## src/rtl/systolic_input_feeder_pkg.sv

```systemverilog
// Shared types for the systolic input feeder: element/vector types and the feeder FSM states.
package systolic_input_feeder_pkg;

  localparam int FEEDER_DATA_W = 16;

  typedef logic signed [FEEDER_DATA_W-1:0] data_t;

  typedef struct packed {
    data_t x1;
    data_t x2;
  } vec_t;

  typedef enum logic [2:0] {
    FILL,
    ARMED,
    STREAM,
    DRAIN,
    DONE
  } feeder_state_e;

endpackage

```

## src/rtl/systolic_input_feeder_sync_fifo.sv

```systemverilog
// Synchronous FIFO for one batch of packed {x1,x2} vectors; head is visible combinationally.
// Pointers wrap modulo DEPTH, so DEPTH must be a power of two.
module systolic_input_feeder_sync_fifo #(
  parameter int WIDTH = 32,
  parameter int DEPTH = 8,
  localparam int AW = $clog2(DEPTH),
  localparam int CW = AW + 1
) (
  input  logic             clk,
  input  logic             rst,
  input  logic             push_i,
  input  logic [WIDTH-1:0] wdata_i,
  input  logic             pop_i,
  output logic [WIDTH-1:0] rdata_o,
  output logic [CW-1:0]    count_o,
  output logic             full_o,
  output logic             empty_o
);

  logic [WIDTH-1:0] mem_q [DEPTH];
  logic [AW-1:0]    wptr_q, wptr_d;
  logic [AW-1:0]    rptr_q, rptr_d;
  logic [CW-1:0]    count_q, count_d;
  logic             push_ok, pop_ok;

  assign full_o  = (count_q == CW'(DEPTH));
  assign empty_o = (count_q == '0);
  assign push_ok = push_i && !full_o;
  assign pop_ok  = pop_i && !empty_o;
  assign rdata_o = mem_q[rptr_q];
  assign count_o = count_q;

  always_comb begin
    wptr_d  = wptr_q;
    rptr_d  = rptr_q;
    count_d = count_q;
    if (push_ok) wptr_d = wptr_q + AW'(1);
    if (pop_ok)  rptr_d = rptr_q + AW'(1);
    case ({push_ok, pop_ok})
      2'b10:   count_d = count_q + CW'(1);
      2'b01:   count_d = count_q - CW'(1);
      default: count_d = count_q;
    endcase
  end

  always_ff @(posedge clk or negedge rst) begin
    if (!rst) begin
      wptr_q  <= '0;
      rptr_q  <= '0;
      count_q <= '0;
    end else begin
      wptr_q  <= wptr_d;
      rptr_q  <= rptr_d;
      count_q <= count_d;
    end
  end

  // Storage carries no reset; count_q alone decides which entries are meaningful.
  always_ff @(posedge clk) begin
    if (push_ok) mem_q[wptr_q] <= wdata_i;
  end

endmodule

```

## src/rtl/systolic_input_feeder.sv

```systemverilog
// Buffers a batch of {x1,x2} vectors, then on go streams them into the 2x2 array with row 2
// lagging row 1 by one cycle; all array-facing outputs are registered.
module systolic_input_feeder
  import systolic_input_feeder_pkg::*;
#(
  parameter int DATA_W = 16,
  parameter int DEPTH  = 8,
  localparam int CW = $clog2(DEPTH) + 1
) (
  input  logic                     clk,
  input  logic                     rst,
  input  logic                     in_valid,
  output logic                     in_ready,
  input  logic signed [DATA_W-1:0] in_x1,
  input  logic signed [DATA_W-1:0] in_x2,
  input  logic                     in_last,
  input  logic                     go,
  output logic signed [DATA_W-1:0] input_11,
  output logic signed [DATA_W-1:0] input_21,
  output logic                     start,
  output logic                     armed,
  output logic                     busy,
  output logic                     done,
  output logic [CW-1:0]            count
);

  feeder_state_e state_q, state_d;

  logic signed [DATA_W-1:0] in11_q, in11_d;
  logic signed [DATA_W-1:0] in21_q, in21_d;
  logic signed [DATA_W-1:0] skew_q, skew_d;
  logic start_q, start_d;
  logic armed_q, armed_d;
  logic busy_q, busy_d;
  logic done_q, done_d;

  logic                     push, pop;
  logic [2*DATA_W-1:0]      head;
  logic signed [DATA_W-1:0] head_x1, head_x2;
  logic [CW-1:0]            fifo_count;
  logic                     fifo_full, fifo_empty;

  systolic_input_feeder_sync_fifo #(
    .WIDTH (2*DATA_W),
    .DEPTH (DEPTH)
  ) u_fifo (
    .clk     (clk),
    .rst     (rst),
    .push_i  (push),
    .wdata_i ({in_x1, in_x2}),
    .pop_i   (pop),
    .rdata_o (head),
    .count_o (fifo_count),
    .full_o  (fifo_full),
    .empty_o (fifo_empty)
  );

  assign head_x1  = head[2*DATA_W-1:DATA_W];
  assign head_x2  = head[DATA_W-1:0];
  assign in_ready = (state_q == FILL) && !fifo_full;
  assign push     = in_valid && in_ready;

  // Registered outputs describe the cycle being entered: the go edge already presents k=0.
  always_comb begin
    state_d = state_q;
    in11_d  = '0;
    in21_d  = '0;
    skew_d  = skew_q;
    start_d = 1'b0;
    armed_d = 1'b0;
    busy_d  = 1'b0;
    done_d  = 1'b0;
    pop     = 1'b0;
    case (state_q)
      FILL: begin
        if (push && (in_last || fifo_count == CW'(DEPTH-1))) begin
          state_d = ARMED;
          armed_d = 1'b1;
        end
      end
      ARMED: begin
        armed_d = 1'b1;
        if (go) begin
          state_d = STREAM;
          armed_d = 1'b0;
          pop     = 1'b1;
          in11_d  = head_x1;
          in21_d  = '0;
          skew_d  = head_x2;
          start_d = 1'b1;
          busy_d  = 1'b1;
        end
      end
      STREAM: begin
        start_d = 1'b1;
        busy_d  = 1'b1;
        in21_d  = skew_q;
        if (!fifo_empty) begin
          pop    = 1'b1;
          in11_d = head_x1;
          skew_d = head_x2;
        end else begin
          state_d = DRAIN;
          skew_d  = '0;
        end
      end
      DRAIN: begin
        state_d = DONE;
        done_d  = 1'b1;
      end
      DONE: begin
        state_d = FILL;
      end
      default: begin
        state_d = FILL;
      end
    endcase
  end

  always_ff @(posedge clk or negedge rst) begin
    if (!rst) begin
      state_q <= FILL;
      in11_q  <= '0;
      in21_q  <= '0;
      skew_q  <= '0;
      start_q <= 1'b0;
      armed_q <= 1'b0;
      busy_q  <= 1'b0;
      done_q  <= 1'b0;
    end else begin
      state_q <= state_d;
      in11_q  <= in11_d;
      in21_q  <= in21_d;
      skew_q  <= skew_d;
      start_q <= start_d;
      armed_q <= armed_d;
      busy_q  <= busy_d;
      done_q  <= done_d;
    end
  end

  assign input_11 = in11_q;
  assign input_21 = in21_q;
  assign start    = start_q;
  assign armed    = armed_q;
  assign busy     = busy_q;
  assign done     = done_q;
  assign count    = fifo_count;

endmodule
```

## config.mk

```make
export PLATFORM = sky130hd
export DESIGN_NAME = systolic_input_feeder
export DESIGN_NICKNAME = d
export VERILOG_FILES = /design/src/rtl/systolic_input_feeder_pkg.sv /design/src/rtl/systolic_input_feeder_sync_fifo.sv /design/src/rtl/systolic_input_feeder.sv
export SDC_FILE = /design/constraint.sdc
export NUM_CORES = 1
export LEC_CHECK = 0
export ABC_AREA = 1
export BUFFER_PORTS_ARGS = -buffer_cell sky130_fd_sc_hd__buf_2
export CORE_ASPECT_RATIO = 1.25
export CORE_MARGIN = 4
export CORE_UTILIZATION = 40
export DETAILED_ROUTE_END_ITERATION = 6
export PLACE_DENSITY = 0.67
export SYNTH_ARGS = -nofsm -noshare
export SYNTH_HDL_FRONTEND = slang
export SYNTH_SLANG_ARGS = --single-unit
```

## constraint.sdc

```tcl
create_clock -name clk -period 3.8 [get_ports clk]
set_input_delay 0.19 -clock clk [delete_from_list [all_inputs] [get_ports clk]]
set_output_delay 0.19 -clock clk [all_outputs]
set_load 0.02 [all_outputs]
```

# Word-level counts from Yosys, hierarchy flattened

Memory sizes are Yosys's and may differ from the RTL's.
Index checks and enable logic that the tools add are counted.

Output and inout port bits: 41
Flip-flop bits (word level): 64
Memories: 1
Memory bits (writable): 256
Logic and storage cells: 61

Reduce and logical (&&, ||, !) cells: 14
Eq/ne operators: 10
Multiplexer cells: 22
Add/sub/neg operators: 4

Memories:

| memory       | depth | bits a word | read ports | clocked after memory_dff | write ports | RTL line                              | source |
|---|---|---|---|---|---|---|---|
| u_fifo.mem_q | 8     | 32          | 1          | 0                        | 1           | systolic_input_feeder_sync_fifo.sv:20 | `logic [WIDTH-1:0] mem_q [DEPTH];` |

Operators with widths:

| cell                  | count |
|---|---|
| $mux W16              | 5 |
| $pmux W16 S2          | 2 |
| $pmux W3 S4           | 1 |
| $mux W3               | 3 |
| $pmux W4 S2           | 1 |
| $mux W1               | 7 |
| $add A3 B1 Y3 const B | 2 |
| $eq A3 B2 Y1 const B  | 2 |
| $pmux W1 S2           | 3 |
| $logic_and A1 B1 Y1   | 5 |
| $add A4 B1 Y4 const B | 1 |
| $eq A4 B3 Y1 const B  | 1 |
| $eq A4 B4 Y1 const B  | 1 |
| $logic_not A4 Y1      | 1 |
| $ne A2 B2 Y1 const B  | 2 |
| $reduce_bool A2 Y1    | 2 |
| $sub A4 B1 Y4 const B | 1 |
| $eq A3 B1 Y1 const B  | 1 |
| $logic_not A3 Y1      | 1 |
| $reduce_and A3 Y1     | 1 |
| $eq A2 B1 Y1 const B  | 1 |
| $eq A2 B2 Y1 const B  | 1 |
| $logic_not A1 Y1      | 2 |
| $ne A2 B1 Y1 const B  | 1 |
| 2 further kinds       | 2 |

# Longest topological paths before layout

Word-level depth: 7
Gate-level depth with buffers: 16
Depth with buffers taken out: 16

# By module

A second synthesis with hierarchy kept.

Cell total of the unflattened synthesis: 1377
Area, all modules: 13699.4 µm²

Modules (own cells, without submodules):

| module                          | instances | area an instance (µm²) | sequential area each (µm²) | cells each |
|---|---|---|---|---|
| systolic_input_feeder_sync_fifo | 1         | 11644.9                | 7937.6                     | 1187 |
| systolic_input_feeder           | 1         | 2054.5                 | 1351.3                     | 190 |

# Least setup slack after synthesis

Ideal clock, no wire load.

Path kind: flip-flop to flip-flop
From: register u_fifo.count_q[2], in the netlist u_fifo.count_o[2]
To: memory u_fifo.mem_q[1][0], enable pin
Stages on the path, launching flop included: 7
Data arrival time: 2.487 ns
Path buffers: 0
Path slack: 0.892 ns
Data required time: 3.379 ns
Cells stage by stage: dfrtp_1 inv_1 nand2_1 nor2_1 nor2_4 nand3_1 nor2_1

Word-level cells in the longest chain between the ends: 7

Ends and longest elaborated chain:

| what                          | RTL line                              | source |
|---|---|---|
| start, declared               | systolic_input_feeder_sync_fifo.sv:23 | `logic [CW-1:0] count_q, count_d;` |
| start signal, assigned        | systolic_input_feeder_sync_fifo.sv:54 | `count_q <= count_d;` |
| $eq A4 B4 Y1                  | systolic_input_feeder_sync_fifo.sv:26 | `assign full_o = (count_q == CW'(DEPTH));` |
| $logic_not A1 Y1              | systolic_input_feeder.sv:60           | `assign in_ready = (state_q == FILL) && !fifo_full;` |
| $logic_and A1 B1 Y1           | systolic_input_feeder.sv:60           |  |
| net in_ready                  | systolic_input_feeder.sv:13           | `output logic in_ready,` |
| $logic_and A1 B1 Y1           | systolic_input_feeder.sv:61           | `assign push = in_valid && in_ready;` |
| $logic_and A1 B1 Y1           | systolic_input_feeder_sync_fifo.sv:28 | `assign push_ok = push_i && !full_o;` |
| $mux W1                       | systolic_input_feeder_sync_fifo.sv:60 | `if (push_ok) mem_q[wptr_q] <= wdata_i;` |
| $mux W1 (implied by the code) | systolic_input_feeder_sync_fifo.sv:60 |  |
| end, declared                 | systolic_input_feeder_sync_fifo.sv:20 |  |

The timed path passes the listed nets, and every way through them passes these cells.

# Worst setup path after layout

From: register state_q[1]
To: memory u_fifo.mem_q[3][3], enable pin

Word-level cells in the longest chain between the ends: 6

Ends and longest elaborated chain:

| what                          | RTL line                              | source |
|---|---|---|
| start, declared               | systolic_input_feeder.sv:27           | `feeder_state_e state_q, state_d;` |
| start signal, assigned        | systolic_input_feeder.sv:131          | `state_q <= state_d;` |
| $logic_not A3 Y1              | systolic_input_feeder.sv:60           |  |
| $logic_and A1 B1 Y1           | systolic_input_feeder.sv:60           |  |
| $logic_and A1 B1 Y1           | systolic_input_feeder.sv:61           |  |
| $logic_and A1 B1 Y1           | systolic_input_feeder_sync_fifo.sv:28 |  |
| $mux W1                       | systolic_input_feeder_sync_fifo.sv:60 |  |
| $mux W1 (implied by the code) | systolic_input_feeder_sync_fifo.sv:60 |  |

No other way between the ends.

==> results.yml <==
status:
  status: "complete, no violations"
floorplanning:
  core_um2: 30400
  ioPinCount: 78
  start_util_pct: 41.0
  die_x_um: 166
  die_area_um2: 34000
  die_height_um: 205
  rows: 71
setup_path:
  slowest_stage: "nor2_4"
  worstSetupPathType: "flip-flop to flip-flop"
  cp_data_required_time_ns: 4.04
  crit_chain: "inv_1 > nand2_4 > nor2_4 > nand3_1 > nor2_4 > buf_4"
  ff2ff_path_depth: 6
  path_max_fanout: 19
  arrival_ns: 2.73
  max_stage_delay_ns: 0.61
  worstSetupStartpointType: "flip-flop"
  crit_top_cell: "nor2_4"
  crit_path_end_kind: "flip-flop"
synthesis:
  async_reset_ff_share_pct: 20.0
  synth-seq-cells: 320
  syn_area_per_cell_um2: 12.6
  synthFlopType: "edfxtp_1"
  syn-num-nets: 1030
  ys_seq_area_share_pct: 74.6
  synth_cell_types: 31
  netlist_instances: 988
  syn-cell-area_um2: 12400
  synth_edf_count: 256
  synth_warnings: 0
cts:
  path_clk_slew_ns: 0.06
  clk_latency_ns: 0.56
  cts-buffers-inserted: 31
  clock-sinks: 320
  postCtsSetupRepairBufs: 0
  cts_buffer_depth: 3
  h-tree-depth: 1
  cts_tree: "yes"
  cts_root_buffer: "clkbuf_16"
timing:
  finClkSkew_ns: 0.0170
  hold-worst-slack_ns: 0.0644
  final_max_slew_viol_count: 0
  setup_tns_ns: 0
  rsz0062_at_grt: "false"
  hold_viol: 0
  fin_crit_sh_pct: 65.6
  setup_viol: 0
  fmax_ghz: 0.401
  worst_slew_pin_slew_ns: 0.886
  relSlewSlack_pct: 40.9
  min_period_ns: 2.49
cells_and_area:
  finalNonFillerCells: 1520
  layout_common_cells: "edfxtp_1 (256), nor2_1 (244), o21ai_0 (139)"
  area_growth_pct: 16.9
  layout_commonest_cell: "edfxtp_1"
  final_util_pct: 47.9
  multi_input_area_um2: 2730
  nets: 1135
  layout-drive-gt1-share_pct: 14.9
  final-seq-area_um2: 9290
  fill_cells: 2683
detailed_routing:
  first_pass_iters: 5
  wirelength_mm: 25.5
  ant_nets: 0
  vias_per_cell: 4.96
  routedWlPerCell_um: 16.8
  vias: 7539
  drt_first_iter_violations: 541
  drc: 0
hold_path:
  hold_path.class: "input pin to flip-flop"
  hold_depth: 4
global_routing:
  grt_pass1_vias: 7481
  grt_usage_pct: 14.9
  grt_pass1_wl_mm: 41.1
  antenna_found_initial: 1
  globalRouteOverflowTotal: 0
  grt_max_degree: 130
pwr:
  p_per_area_nw_per_um2: 754
  peakVddDrop_mv: 0.450
  p_leak_nw: 5.41
place:
  gp_congestion: 0.747
  dpl.hpwl_mm: 14.9
  portBuffers: 77
  dp_cells: 1426
flow_run:
  maxCapViolCount: 0
==> sequential cells by signal, summed over array words and instances (netlist names) <==
signal          cells
armed               1
busy                1
done                1
input_11           16
input_21           16
skew_q             16
state_q             3
u_fifo.count_o      4
u_fifo.mem_q      256
u_fifo.rptr_q       3
u_fifo.wptr_q       3
==> critical path: cells and delay by family (launching register included) <==
| family | cells | cell delay, ns |
|---|---|---|
| AND/OR/NAND/NOR | 4 | 1.24 |
| buffers and inverters | 2 | 0.54 |
| flip-flops | 1 | 0.40 |
==> final timing paths <==
check                                start                 end  slack, ns
worst max-delay path            state_q[1]  u_fifo.mem_q[3][3]       1.31
worst min-delay path               in_last               armed       0.06
worst max register to register  state_q[1]  u_fifo.mem_q[3][3]       1.31
worst min register to register   skew_q[5]           skew_q[5]       0.48
max in group asynchronous              rst    u_fifo.rptr_q[0]       2.83
min in group asynchronous              rst               armed       0.32
==> cells by family (layout without fill, tap and decap cells) <==
kind of cell,after synthesis,after routing,synth area share [%]
simple gates,367,367,12.2
flops,320,320,74.6
compound gates,199,199,8.51
buf+inv,92,222,3.81
fa+ha+maj,5,5,0.503
xor+xnor,5,5,0.352
other cells,0,1,0
==> Yosys cell counts, types with 16 or more instances <==
library cell	n	area [µm²]
nand3_1	39	195
edfxtp_1	256	7690
o21ai_1	25	125
buf_2	17	85.1
nand2_1	59	221
clkbuf_1	16	60.1
o21ai_0	139	696
o22ai_1	16	100
inv_1	29	109
nor2_1	248	931
dfrtp_1	64	1600
o211ai_1	16	120
==> metrics by stage <==
stage | total power [W] | cell area, µm² | setup WS (ns)
after global placement | 0.00795 | 13200 | 1.35
final | 0.0110 | 14500 | 1.31
after floorplan | 0.00715 | 12400 | 0.892
after global routing | 0.0117 | 14500 | 1.15
after detailed placement | 0.00800 | 13200 | 1.29
after CTS | 0.0111 | 14500 | 1.28
==> where the power goes <==
part | internal, W | total [W] | switching, W
sequential | 0.00435 | 0.00462 | 0.000276
clock | 0.00177 | 0.00302 | 0.00125
combinational | 0.00102 | 0.00332 | 0.00230
==> layout make-up <==
class / instances / area share (%)
multi-input cells: 576 / 18.8
clock inverters: 21 / 1.45
clock buffers: 37 / 5.49
flip-flops and latches: 320 / 63.9
well taps: 401 / 3.45
repair buffers: 127 / 5.94
diodes: 1 / 0.0172
inverters: 37 / 0.981
==> what timing repair did <==
action                                 CTS  global route
hold buffers                            35             0
endpoints found under the hold margin  327             0
gates resized for setup                  0             0
==> per-layer routing <==
metal  track usage (%)  wire (µm)  vias up
met4              3.15        353        0
met2              25.4      12600      217
li1                  -          -     3671
met1              20.2      11100     3624
met3              2.42       1480       27
met5                 0          0        -
Note: power is estimated with default switching activity, not from simulation.
